`config.mk`:
```
export PLATFORM = sky130hd
export DESIGN_NAME = axi_ar_boundary_protect
export DESIGN_NICKNAME = d
export VERILOG_FILES = /design/src/rtl/axi_ar_boundary_protect.sv
export SDC_FILE = /design/constraint.sdc
export NUM_CORES = 1
export LEC_CHECK = 0
export CAP_MARGIN = 20
export CORE_UTILIZATION = 46
export DETAILED_ROUTE_END_ITERATION = 10
export PLACE_DENSITY = 0.78
export SLEW_MARGIN = 10
export SYNTH_ARGS = -nofsm -noshare
export SYNTH_HDL_FRONTEND = slang
export SYNTH_SLANG_ARGS = --single-unit
```
`constraint.sdc`:
```
create_clock -name clk -period 3.45 [get_ports clk]
set_input_delay 0.5175 -clock clk [delete_from_list [all_inputs] [get_ports clk]]
set_output_delay 0.5175 -clock clk [all_outputs]
set_load 0.02 [all_outputs]
```
`src/rtl/axi_ar_boundary_protect.sv`:
```
// AXI read-address splitter: INCR bursts that cross a 4 KB page are issued downstream as two
// bursts, and one "split" flag per accepted burst is pushed to the R-channel merger's flag FIFO.
module axi_ar_boundary_protect (
  input  logic        clk,
  input  logic        rst_n,
  input  logic [31:0] s_axi_araddr,
  input  logic [7:0]  s_axi_arlen,
  input  logic [2:0]  s_axi_arsize,
  input  logic [1:0]  s_axi_arburst,
  input  logic [3:0]  s_axi_arcache,
  input  logic [2:0]  s_axi_arprot,
  input  logic        s_axi_arvalid,
  output logic        s_axi_arready,
  output logic [31:0] m_axi_araddr,
  output logic [7:0]  m_axi_arlen,
  output logic [2:0]  m_axi_arsize,
  output logic [1:0]  m_axi_arburst,
  output logic [3:0]  m_axi_arcache,
  output logic [2:0]  m_axi_arprot,
  output logic        m_axi_arvalid,
  input  logic        m_axi_arready,
  output logic        rd_across_boundary_fifo_wen,
  output logic        rd_across_boundary_fifo_din,
  input  logic        rd_across_boundary_fifo_full_n
);

  localparam logic [1:0] BURST_INCR = 2'b01;

  typedef enum logic [1:0] {IDLE, SEND0, SEND1} state_t;

  state_t      state;
  logic        split_q;
  logic [31:0] addr2_q;
  logic [7:0]  len2_q;

  logic [9:0]  word_idx;
  logic [10:0] beats_to_boundary;
  logic [8:0]  total_beats;
  logic        split;
  logic [7:0]  first_len;
  logic [7:0]  second_len;
  logic [31:0] second_addr;
  logic        accept;
  logic        m_handshake;

  // Beats left in the current 4 KB page (1..1024) versus beats requested (1..256).
  assign word_idx          = s_axi_araddr[11:2];
  assign beats_to_boundary = 11'd1024 - {1'b0, word_idx};
  assign total_beats       = {1'b0, s_axi_arlen} + 9'd1;
  assign split             = (s_axi_arburst == BURST_INCR) &&
                             ({2'b00, total_beats} > beats_to_boundary);

  // Only meaningful when split: both lengths are then below 256 beats.
  assign first_len   = 8'(beats_to_boundary - 11'd1);
  assign second_len  = 8'({2'b00, total_beats} - beats_to_boundary - 11'd1);
  assign second_addr = {s_axi_araddr[31:12] + 20'd1, 12'h000};

  assign s_axi_arready               = (state == IDLE) && rd_across_boundary_fifo_full_n;
  assign accept                      = s_axi_arvalid && s_axi_arready && rst_n;
  assign rd_across_boundary_fifo_wen = accept;
  assign rd_across_boundary_fifo_din = split;
  assign m_handshake                 = m_axi_arvalid && m_axi_arready;

  // NOTE: every register here is small control/datapath state, so all of it takes the async
  // reset; m_axi_arvalid must drop the instant rst_n falls.
  always_ff @(posedge clk or negedge rst_n) begin
    if (!rst_n) begin
      state         <= IDLE;
      m_axi_araddr  <= '0;
      m_axi_arlen   <= '0;
      m_axi_arsize  <= '0;
      m_axi_arburst <= '0;
      m_axi_arcache <= '0;
      m_axi_arprot  <= '0;
      m_axi_arvalid <= 1'b0;
      split_q       <= 1'b0;
      addr2_q       <= '0;
      len2_q        <= '0;
    end else begin
      // NOTE: non-blocking assignments so every register samples pre-edge values.
      case (state)
        IDLE: begin
          if (accept) begin
            m_axi_araddr  <= s_axi_araddr;
            m_axi_arlen   <= split ? first_len : s_axi_arlen;
            m_axi_arsize  <= s_axi_arsize;
            m_axi_arburst <= s_axi_arburst;
            m_axi_arcache <= s_axi_arcache;
            m_axi_arprot  <= s_axi_arprot;
            m_axi_arvalid <= 1'b1;
            split_q       <= split;
            addr2_q       <= second_addr;
            len2_q        <= second_len;
            state         <= SEND0;
          end
        end
        SEND0: begin
          if (m_handshake) begin
            if (split_q) begin
              m_axi_araddr <= addr2_q;
              m_axi_arlen  <= len2_q;
              state        <= SEND1;
            end else begin
              m_axi_arvalid <= 1'b0;
              state         <= IDLE;
            end
          end
        end
        SEND1: begin
          if (m_handshake) begin
            m_axi_arvalid <= 1'b0;
            state         <= IDLE;
          end
        end
        default: state <= IDLE;
      endcase
    end
  end

endmodule

```
==> flow_summary.toml <==
[outcome]
run_status = "completed"

[cells_and_area]
drive_above_1_share_pct = 14.5
layout.nets = 766
diodes = 0
syn_to_final_growth_pct = 40.0
design_area_um2 = 6670
final_cells = 830
n_fill_cell = 822

[setup_path]
timing_worst_setup_path_type = "in2out"
cp.arrival_ps = 2910
critPathBufInv = 3
crit_family = "simple AND/OR/NAND/NOR gates"
worst_setup_path_end_kind = "primary output"
path_common_cell = "a21oi_2"
crit_chain = "clkdlybuf4s15_1 > or4_4 > nor2_4 > xor2_2 > ha_4 > a21o_1 > a21oi_2 > o31ai_4 > a21oi_2 > or2_4 > inv_1 > buf_4"
timing.rr.end = "m_axi_arlen[0]"
crit_fanout = 4
cp.required_ps = 2930
start_kind = "input port"
worst-r2r-setup-slack_ps = 1060
slowest_delay_ps = 600
r2r_start = "state[1]"
slowest_stage = "or4_4"
reg2reg_depth = 6

[die]
pin_count = 113
dieHeight_um = 104
initial_core_util_pct = 48.1
fp.dieArea_um2 = 10800
row_count = 36
die_w_um = 104
fp.coreArea_um2 = 9910

[sta]
period_minus_slack_ps = 3420
clock_skew_ps = 12.4
fmax_mhz = 292
slew_viol_final = 0
period_share_pct = 99.2
hold_viol = 0
worst_slew_pin_slew_ps = 825
setup_violations = 0
slew_headroom_pct = 45.0
setup-tns-final_ps = 0

[route]
num_vias = 4305
wl_per_cell_um = 14.7
routed_via_density = 5.19
ant_nets = 0
drc = 0
wl_um = 12200
drt_iter0_markers = 167
drt_first_pass_iters = 4

[cts]
clock-sinks = 84
ctsLongestPathBuffers = 2
cts_root_buf = "clkbuf_8"
holdBufCountCts = 0
clock_latency_ps = 370
cts_inserted_buffers = 9
clkSlewWorstSetupHoldPaths_ps = 80
cts_tree = "done"
cts_max_level = 3

[global_route]
grt_pass1_vias = 4154
grt_first_pass_wirelength_um = 19800
antenna_found_initial = 0
grt_usage_pct = 22.9
grt_overflow = 0
grt_max_degree = 59

[placement]
place_congestion = 0.916
dp_hpwl_um = 8920
place_area_um2 = 6340
dp_cells = 809
io_buffers = 112

[logic_synthesis]
synth_cell_type_count = 49
seq_area_frac_synth_pct = 44.1
syn_nets = 610
avgSynthCellArea_um2 = 8.88
synth_edf_count = 0
ys_ff_latch = 84
async_reset_ff_share_pct = 100
synth_area_um2 = 4760
netlist_instances = 536
synth_ff_type = "dfrtp_1"
yosys_warnings = 0

[job]
max_cap_violations = 0

[worst_hold_path]
hp-class = "in2async"

[power_and_ir_drop]
total_leakage_power_nw = 3.01
peakVddDrop_mv = 0.277
p_per_area_nw_per_um2 = 687
[timing repair]
| item | 4_1_cts | 5_1_grt |
|---|---|---|
| hold endpoints to repair | 0 | 0 |
| gates resized for setup | 13 | 21 |
| buffers inserted | 4 | 1 |
| pin swaps | 6 | 12 |
| setup endpoints to repair | 1 | 1 |
[sequential cells by signal, summed over array words and instances (netlist names)]
signal and flops:
m_axi_arburst 2, addr2_q 20, m_axi_arprot 3, split_q 1, m_axi_arcache 4, m_axi_arvalid 1
m_axi_arsize 3, m_axi_araddr 32, state 2, len2_q 8, m_axi_arlen 8
[synthesized netlist by cell type, types with 3 or more instances]
master / count / area (um^2)
nor2_1: 22 / 82.6
ha_1: 16 / 200
dfrtp_1: 84 / 2100
nand3_1: 19 / 95.1
nand2_1: 116 / 435
xor2_1: 23 / 201
nand4_1: 6 / 37.5
nor2b_1: 4 / 25.0
or3_1: 7 / 43.8
a21oi_1: 24 / 120
nand2b_1: 10 / 62.6
clkbuf_1: 17 / 63.8
xnor2_1: 19 / 166
o21a_1: 4 / 30.0
and3_1: 4 / 25.0
buf_4: 5 / 37.5
mux2i_1: 21 / 210
a21o_1: 6 / 45.0
a31oi_1: 3 / 18.8
inv_1: 18 / 67.6
o31ai_1: 3 / 22.5
nor3_1: 5 / 25.0
o21ai_0: 66 / 330
[power breakdown]
part,switching (mW),leakage (nW),total [mW],internal (mW)
clock,0.353,0.0982,0.670,0.317
combinational,1.23,1.86,2.28,1.04
sequential,0.226,1.06,1.63,1.41
[worst max path at each step]
stage	depth (start not counted)	from	slack, ps	endpoint
2_1_floorplan	12	s_axi_araddr[6]	60	rd_across_boundary_fifo_din
3_3_place_gp	11	s_axi_araddr[5]	-590	rd_across_boundary_fifo_din
3_5_place_dp	11	s_axi_araddr[5]	-630	rd_across_boundary_fifo_din
4_1_cts	13	s_axi_araddr[3]	30	rd_across_boundary_fifo_din
5_1_grt	12	s_axi_araddr[5]	-50	rd_across_boundary_fifo_din
6_report	12	s_axi_araddr[5]	30	rd_across_boundary_fifo_din
[cells by family (layout without fill, tap and decap cells)]
| group | after synthesis | count (layout) | share of synthesized area [%] |
|---|---|---|---|
| AOI/OAI and AO/OA | 119 | 119 | 14.3 |
| DFF | 84 | 84 | 44.1 |
| adders and majority gates | 19 | 19 | 5.04 |
| muxes | 21 | 21 | 4.41 |
| xor gates and xnor gates | 43 | 43 | 8.07 |
| buffers and inverters | 46 | 207 | 4.39 |
| and+or+nand+nor | 204 | 204 | 19.6 |
[layout by cell type (no fill, tap or decap), drive strengths merged, types with 8 or more instances in the layout]
cell and n:
or3 8, ha 16, nand2b 10, xor2 24
clkbuf 12, inv 18, buf 62, o21ai 67
a21oi 24, dfrtp 84, nand3 19, mux2i 21
nand2 116, nor2 22, clkdlybuf4s50 101, xnor2 19
[final cells by class]
class | count | area, um^2 | area share, %
clock inverter | 4 | 22.5 | 0.338
sequential | 84 | 2100 | 31.5
multi-input combinational | 406 | 2550 | 38.3
clock buffer | 12 | 165 | 2.48
timing repair buffer | 172 | 1590 | 23.8
inverter | 19 | 71.3 | 1.07
tap | 133 | 166 | 2.50
[routing by layer]
layer  global-route usage, %  routed length, um  up-vias
met5                       0                  0        -
met4                    8.57                254        0
met3                    4.53                506       20
met2                    39.0               6240      112
met1                    28.9               5230     2049
li1                        -                  -     2124
[stage by stage]
stage          power [mW]  utilization [%]  hold WS, ps  setup slack, ps
2_1_floorplan        2.94                -          222             61.6
3_3_place_gp         3.85             64.0          456             -589
3_5_place_dp         3.92             64.0          461             -625
4_1_cts              4.59             66.2         64.7             33.8
5_1_grt              4.89             67.3         90.2            -53.4
6_report             4.58             67.3         59.4             26.4
Power figures use the tool's default switching activity.
